[src/rtl/fetch_unit_if.sv]
// fetch_unit_if: instruction-memory, decoder and redirect signals of the fetch stage
interface fetch_unit_if #(parameter int ADDR_W = 32);
    logic              imem_req;
    logic [ADDR_W-1:0] imem_addr;
    logic              imem_valid;
    logic [31:0]       imem_rdata;
    logic              inst_valid;
    logic              inst_ready;
    logic [31:0]       inst;
    logic [5:0]        inst_opcode;
    logic [5:0]        inst_func;
    logic [ADDR_W-1:0] inst_pc_plus4;
    logic              jump_en;
    logic [25:0]       jump_index;
    logic              branch_en;
    logic [15:0]       branch_offset;
    logic [ADDR_W-1:0] redirect_base;
    logic              halt;
    logic              halted;
    modport master (
        output imem_req, imem_addr, inst_valid, inst, inst_opcode, inst_func, inst_pc_plus4, halted,
        input  imem_valid, imem_rdata, inst_ready, jump_en, jump_index, branch_en, branch_offset,
               redirect_base, halt
    );
    modport slave (
        input  imem_req, imem_addr, inst_valid, inst, inst_opcode, inst_func, inst_pc_plus4, halted,
        output imem_valid, imem_rdata, inst_ready, jump_en, jump_index, branch_en, branch_offset,
               redirect_base, halt
    );
endinterface

[src/rtl/fetch_unit.sv]
// fetch_unit: single-outstanding instruction fetch with redirect squash and sticky halt
module fetch_unit #(
    parameter int                ADDR_W   = 32,
    parameter logic [ADDR_W-1:0] RESET_PC = '0
) (
    input logic         clk,
    input logic         rst_b,
    fetch_unit_if.master bus
);
    typedef enum logic [2:0] {START, FETCH, WAIT, HOLD, HALTED} state_t;
    state_t            state, state_nx;
    logic [ADDR_W-1:0] pc, pc_nx, target, pc_plus4_q;
    logic [31:0]       inst_q;
    logic              squash, squash_nx, redirect, capture;
    assign redirect = bus.jump_en | bus.branch_en;
    assign target   = bus.jump_en ? {bus.redirect_base[ADDR_W-1:28], bus.jump_index, 2'b00}
                    : bus.redirect_base + {{(ADDR_W-18){bus.branch_offset[15]}}, bus.branch_offset, 2'b00};
    always_comb begin
        state_nx  = state;
        pc_nx     = pc;
        squash_nx = squash;
        capture   = 1'b0;
        case (state)
            START: state_nx = FETCH;
            FETCH: state_nx = WAIT;
            WAIT: if (bus.imem_valid) begin
                state_nx  = (squash || redirect) ? FETCH : HOLD;
                capture   = !squash && !redirect;
                squash_nx = 1'b0;
            end
            HOLD: if (redirect || bus.inst_ready) state_nx = FETCH;
            default: ;
        endcase
        // a redirect coinciding with the response drops that word directly, no squash needed
        if (redirect && state != HALTED) begin
            pc_nx = target;
            if (state == FETCH || (state == WAIT && !bus.imem_valid)) squash_nx = 1'b1;
        end else if (state == HOLD && bus.inst_ready) pc_nx = pc + ADDR_W'(4);
        if (bus.halt) begin
            state_nx  = HALTED;
            pc_nx     = pc;
            squash_nx = squash;
            capture   = 1'b0;
        end
    end
    always_ff @(posedge clk or negedge rst_b) begin
        if (!rst_b) begin
            state      <= START;
            pc         <= RESET_PC;
            squash     <= 1'b0;
            inst_q     <= '0;
            pc_plus4_q <= '0;
        end else begin
            state  <= state_nx;
            pc     <= pc_nx;
            squash <= squash_nx;
            if (capture) begin
                inst_q     <= bus.imem_rdata;
                pc_plus4_q <= pc + ADDR_W'(4);
            end
        end
    end
    assign bus.imem_req      = state == FETCH;
    assign bus.imem_addr     = pc;
    assign bus.inst_valid    = state == HOLD;
    assign bus.inst          = inst_q;
    assign bus.inst_opcode   = inst_q[31:26];
    assign bus.inst_func     = inst_q[5:0];
    assign bus.inst_pc_plus4 = pc_plus4_q;
    assign bus.halted        = state == HALTED;
endmodule

[src/flat_wrapper.sv]
// flat-port wrapper written by rule: the top's interface ports become plain ports
module fetch_unit_flat 
#(
    parameter int                ADDR_W   = 32,
    parameter logic [ADDR_W-1:0] RESET_PC = '0
)
  (clk, rst_b, bus_imem_req, bus_imem_addr, bus_inst_valid, bus_inst, bus_inst_opcode, bus_inst_func, bus_inst_pc_plus4, bus_halted, bus_imem_valid, bus_imem_rdata, bus_inst_ready, bus_jump_en, bus_jump_index, bus_branch_en, bus_branch_offset, bus_redirect_base, bus_halt);
  fetch_unit_if #(.ADDR_W(ADDR_W)) bus_i ();
  input logic clk;
  input logic rst_b;
  output wire logic [$bits(bus_i.imem_req)-1:0] bus_imem_req;
  output wire logic [$bits(bus_i.imem_addr)-1:0] bus_imem_addr;
  output wire logic [$bits(bus_i.inst_valid)-1:0] bus_inst_valid;
  output wire logic [$bits(bus_i.inst)-1:0] bus_inst;
  output wire logic [$bits(bus_i.inst_opcode)-1:0] bus_inst_opcode;
  output wire logic [$bits(bus_i.inst_func)-1:0] bus_inst_func;
  output wire logic [$bits(bus_i.inst_pc_plus4)-1:0] bus_inst_pc_plus4;
  output wire logic [$bits(bus_i.halted)-1:0] bus_halted;
  input wire logic [$bits(bus_i.imem_valid)-1:0] bus_imem_valid;
  input wire logic [$bits(bus_i.imem_rdata)-1:0] bus_imem_rdata;
  input wire logic [$bits(bus_i.inst_ready)-1:0] bus_inst_ready;
  input wire logic [$bits(bus_i.jump_en)-1:0] bus_jump_en;
  input wire logic [$bits(bus_i.jump_index)-1:0] bus_jump_index;
  input wire logic [$bits(bus_i.branch_en)-1:0] bus_branch_en;
  input wire logic [$bits(bus_i.branch_offset)-1:0] bus_branch_offset;
  input wire logic [$bits(bus_i.redirect_base)-1:0] bus_redirect_base;
  input wire logic [$bits(bus_i.halt)-1:0] bus_halt;
  assign bus_imem_req = bus_i.imem_req;
  assign bus_imem_addr = bus_i.imem_addr;
  assign bus_inst_valid = bus_i.inst_valid;
  assign bus_inst = bus_i.inst;
  assign bus_inst_opcode = bus_i.inst_opcode;
  assign bus_inst_func = bus_i.inst_func;
  assign bus_inst_pc_plus4 = bus_i.inst_pc_plus4;
  assign bus_halted = bus_i.halted;
  assign bus_i.imem_valid = bus_imem_valid;
  assign bus_i.imem_rdata = bus_imem_rdata;
  assign bus_i.inst_ready = bus_inst_ready;
  assign bus_i.jump_en = bus_jump_en;
  assign bus_i.jump_index = bus_jump_index;
  assign bus_i.branch_en = bus_branch_en;
  assign bus_i.branch_offset = bus_branch_offset;
  assign bus_i.redirect_base = bus_redirect_base;
  assign bus_i.halt = bus_halt;
  fetch_unit #(.ADDR_W(ADDR_W), .RESET_PC(RESET_PC)) u_core (.clk(clk), .rst_b(rst_b), .bus(bus_i));
endmodule
[config.mk]
export PLATFORM = sky130hd
export DESIGN_NAME = fetch_unit_flat
export DESIGN_NICKNAME = d
export VERILOG_FILES = /design/src/rtl/fetch_unit_if.sv /design/src/rtl/fetch_unit.sv /design/src/flat_wrapper.sv
export SDC_FILE = /design/constraint.sdc
export NUM_CORES = 1
export LEC_CHECK = 0
export CAP_MARGIN = 20
export CORE_ASPECT_RATIO = 2
export CORE_MARGIN = 2
export CORE_UTILIZATION = 35
export DETAILED_ROUTE_END_ITERATION = 8
export GPL_TIMING_DRIVEN = 1
export PLACE_DENSITY = 0.72
export SLEW_MARGIN = 20
export SYNTH_ARGS = -nofsm -noshare
export SYNTH_HDL_FRONTEND = slang
export SYNTH_SLANG_ARGS = --single-unit
[constraint.sdc]
create_clock -name clk -period 2.9 [get_ports clk]
set_input_delay 0.58 -clock clk [delete_from_list [all_inputs] [get_ports clk]]
set_output_delay 0.58 -clock clk [all_outputs]
set_load 0.05 [all_outputs]
==> results.md <==
* Ys async rst share at 100.0%
* Core area at 18220 um^2
* Post-Synth Adder-Cell Area at 6.118%
* CTS tree: yes
* Cts-stage hold buffer count at 0
* Pwr Density at ~440 nW/um^2
* Main synth FF type: dfrtp_1
* Slew Viols, Final at 0
* Drt drc at 0
* Hold Slack at 0.2727 ns
* H-tree levels at 3
* Max-cap viol count at 0
* WS Path Type: in -> reg
* Starting Density at 35.47%
* Slowest stage delay, CP at 0.43 ns
* Syn avg cell area at ~9 um^2
* F_max at 360.9 MHz
* Vias per cell at 5.189
* Slew headroom at between 40% and 50%
* Sequential element share of the synthesized area at 38.72%
* Die area at just under 20000 um^2
* TritonRoute pass-1 iters at 6
* Post-detail-place hpwl at 16170 um
* Main combinational cell family by area after synthesis: compound AO/OA/AOI/OAI gates
* Worst path required time at 3.15 ns
* RSZ-0062 raised after global routing: true
* Worst path top cell family by delay: compound AO/OA/AOI/OAI gates
* Clock Pin Slew Worst Setup and Hold Paths at 0.07 ns
* Final Wtd Congestion at approximately 0.9
* Compound-Gate Fraction of Synth Area at 20.66%
* Clock Path Buffers at 2
* Post-synthesis simple-gate area fraction at 15.43%
* Pin count of the biggest net entering global routing at 76
* Gr ovfl total at 0
* TritonCTS buffer count at 9
* CP bufs+invs at 1
* Vias in the first global route at 6445
* IO buf count at 223
* Most used cell, CP: a21o_1
* Layout cell share with drive strength beyond 1 at 17.55%
* Die Width at 100.1 um
* Synth warnings at 0
* Clock root buffer: clkbuf_16
* Crit. End Element: flop
* Total Wirelength at 20020 um
* Yosys cell types at 62
* Antenna diode count at 0
* R2r setup slk at 0.40 ns
* First-pass GRT wire length at 31730 um
* Core Rows at 70
* Synth-to-layout area growth at 53.46%
* Post-route ant nets at 0
* Post-synth EDFFs at 0
* Pwr Total at 0.004315 W
* Synthesized area at roughly 6500 um^2
* Period Utilization, post-route at 95.55%
* Worst Tran Pin Value at 0.7534 ns
* Final hold vios at 0
* Peak supply drop at 0.2555 mV
* Worst hold path class: in -> async
* Die H at around 200 um
* Sink Count at 100
* Crit path max fanout at 3
* Synth Area in XOR/XNOR at between 7 and 8%
* Leakage at between 4 and 5 nW
* Final #Nets at 1136
* Outcome: finished clean
* Setup Viol. Count Final at 0
* CP cell instances: clkdlybuf4s50_1, ha_1, a21o_1, a21o_1, nor2b_1, a31oi_4, a311o_2, nand3b_1, nand2_1, xnor2_1, a221oi_1
* Multiplexer share of the synthesized area at 7.493%
* Initial antenna violation count at 0
* FF+latch count, synth at 100
* Syn Nets at 863
* Shortest period the worst path allows at 2.771 ns
* Tot GR Track Use at 20.34%
* Slowest-stage cell, CP: a311o_2
* Initial drt markers at 283
* Data arrival, critical path at about 3.0 ns
* Detailed-route via count at roughly 6.3k
* WL per Instance at 16.50 um
* I/O pin total at 224
* Skew final at 0.008761 ns
* Post-Syn Instances at a little over 700
* Clock Latency Late Sink at 0.35 ns
* Critical Path Start Type: input pin
[final cells by class]
type,instances,area [um^2]
Inverter,12,45.04
Tap cell,216,270.3
Clock inverter,7,105.1
Clock buffer,9,225.2
Multi-Input combinational cell,559,3839
Fill cell,1685,8300
Timing Repair Buffer,310,2930
Sequential cell,100,2502
[metal layers]
layer	share of wire, %	global-route usage [%]
met1	36	21.03
met5	0	0
met2	54	37.31
met3	4.4	3.064
met4	6.0	12.84
[flip-flops by register name, indices dropped and copies added (netlist names)]
signal and cells:
u_core.state 3, u_core.squash 1, u_core.bus.inst 32, u_core.bus.inst_pc_plus4 32
u_core.bus.imem_addr 32
[final timing paths]
kind	startpoint	to	depth (start not counted)
min in group clk	u_core.bus.inst_pc_plus4[6]	u_core.bus.inst_pc_plus4[6]	2
worst max-delay path	bus_redirect_base[15]	u_core.bus.imem_addr[30]	11
max in group asynchronous	rst_b	u_core.bus.imem_addr[1]	2
worst min-delay path	rst_b	u_core.bus.imem_addr[6]	1
worst min register to register	u_core.bus.inst_pc_plus4[6]	u_core.bus.inst_pc_plus4[6]	2
worst max register to register	u_core.bus.imem_addr[2]	u_core.bus.imem_addr[28]	10
[cell usage in the layout, fill, tap and decap left out, types with 26 or more instances in the layout]
cell type / count
dfrtp_1: 100
clkdlybuf4s50_1: 218
nand2_1: 90
ha_1: 26
mux2_2: 35
o21ai_0: 69
xnor2_1: 27
a21oi_1: 57
nor2_1: 42
buf_4: 85
[power by group]
group | switching [W] | internal (W)
Sequential | 0.000144 | 0.00147
Combinational | 0.000737 | 0.000633
Clock | 0.000557 | 0.000772
Total | 0.00144 | 0.00288
[metrics by stage]
stage	util (%)	TNS [ns]	setup slack, ns	cells	area (um^2)
finish	54.44	0	0.1292	1213	9917
global route	54.44	-0.001192	-0.001192	1213	9917
CTS	53.76	-0.001323	-0.001323	1213	9793
detailed placement	51.77	-6.587	-0.5447	1197	9430
global placement	51.77	-5.273	-0.4848	1197	9430
floorplan	-	0	0.1619	719	6462
[cell usage after synthesis (12+ instances only)]
master,instances,area [um^2]
mux2_2,35,394.1
xnor2_1,28,245.2
o21ai_0,70,350.3
nand2_1,91,341.6
xor2_1,25,219.0
nand3_1,25,125.1
a21o_1,13,97.59
clkbuf_1,28,105.1
buf_4,14,105.1
ha_1,30,375.4
nor2_1,43,161.4
inv_1,12,45.04
dfrtp_1,100,2502
a21oi_1,61,305.3
[worst reg2reg max path, delay by kind of cell (launching register included)]
kind,cells,cell delay (ns)
AO/OA/AOI/OAI,3,0.50
AND/OR/NAND/NOR,6,1.07
adder cells (fa/ha/maj),1,0.32
flip-flops,1,0.47
[kinds of logic after synthesis]
group	after synthesis
xor gates and xnor gates	53
buffers and inverters	60
and+or+nand+nor	215
AOI/OAI and AO/OA	216
adders and majority gates	31
muxes	44
DFF	100
[what timing repair did]
item                       CTS  global route
setup endpoints to repair    8            14
setup buffers                0             1
gates cloned                 0             0
pin swaps                    5            22
gates resized for setup      7            21
(Power assumes the default switching activity.)
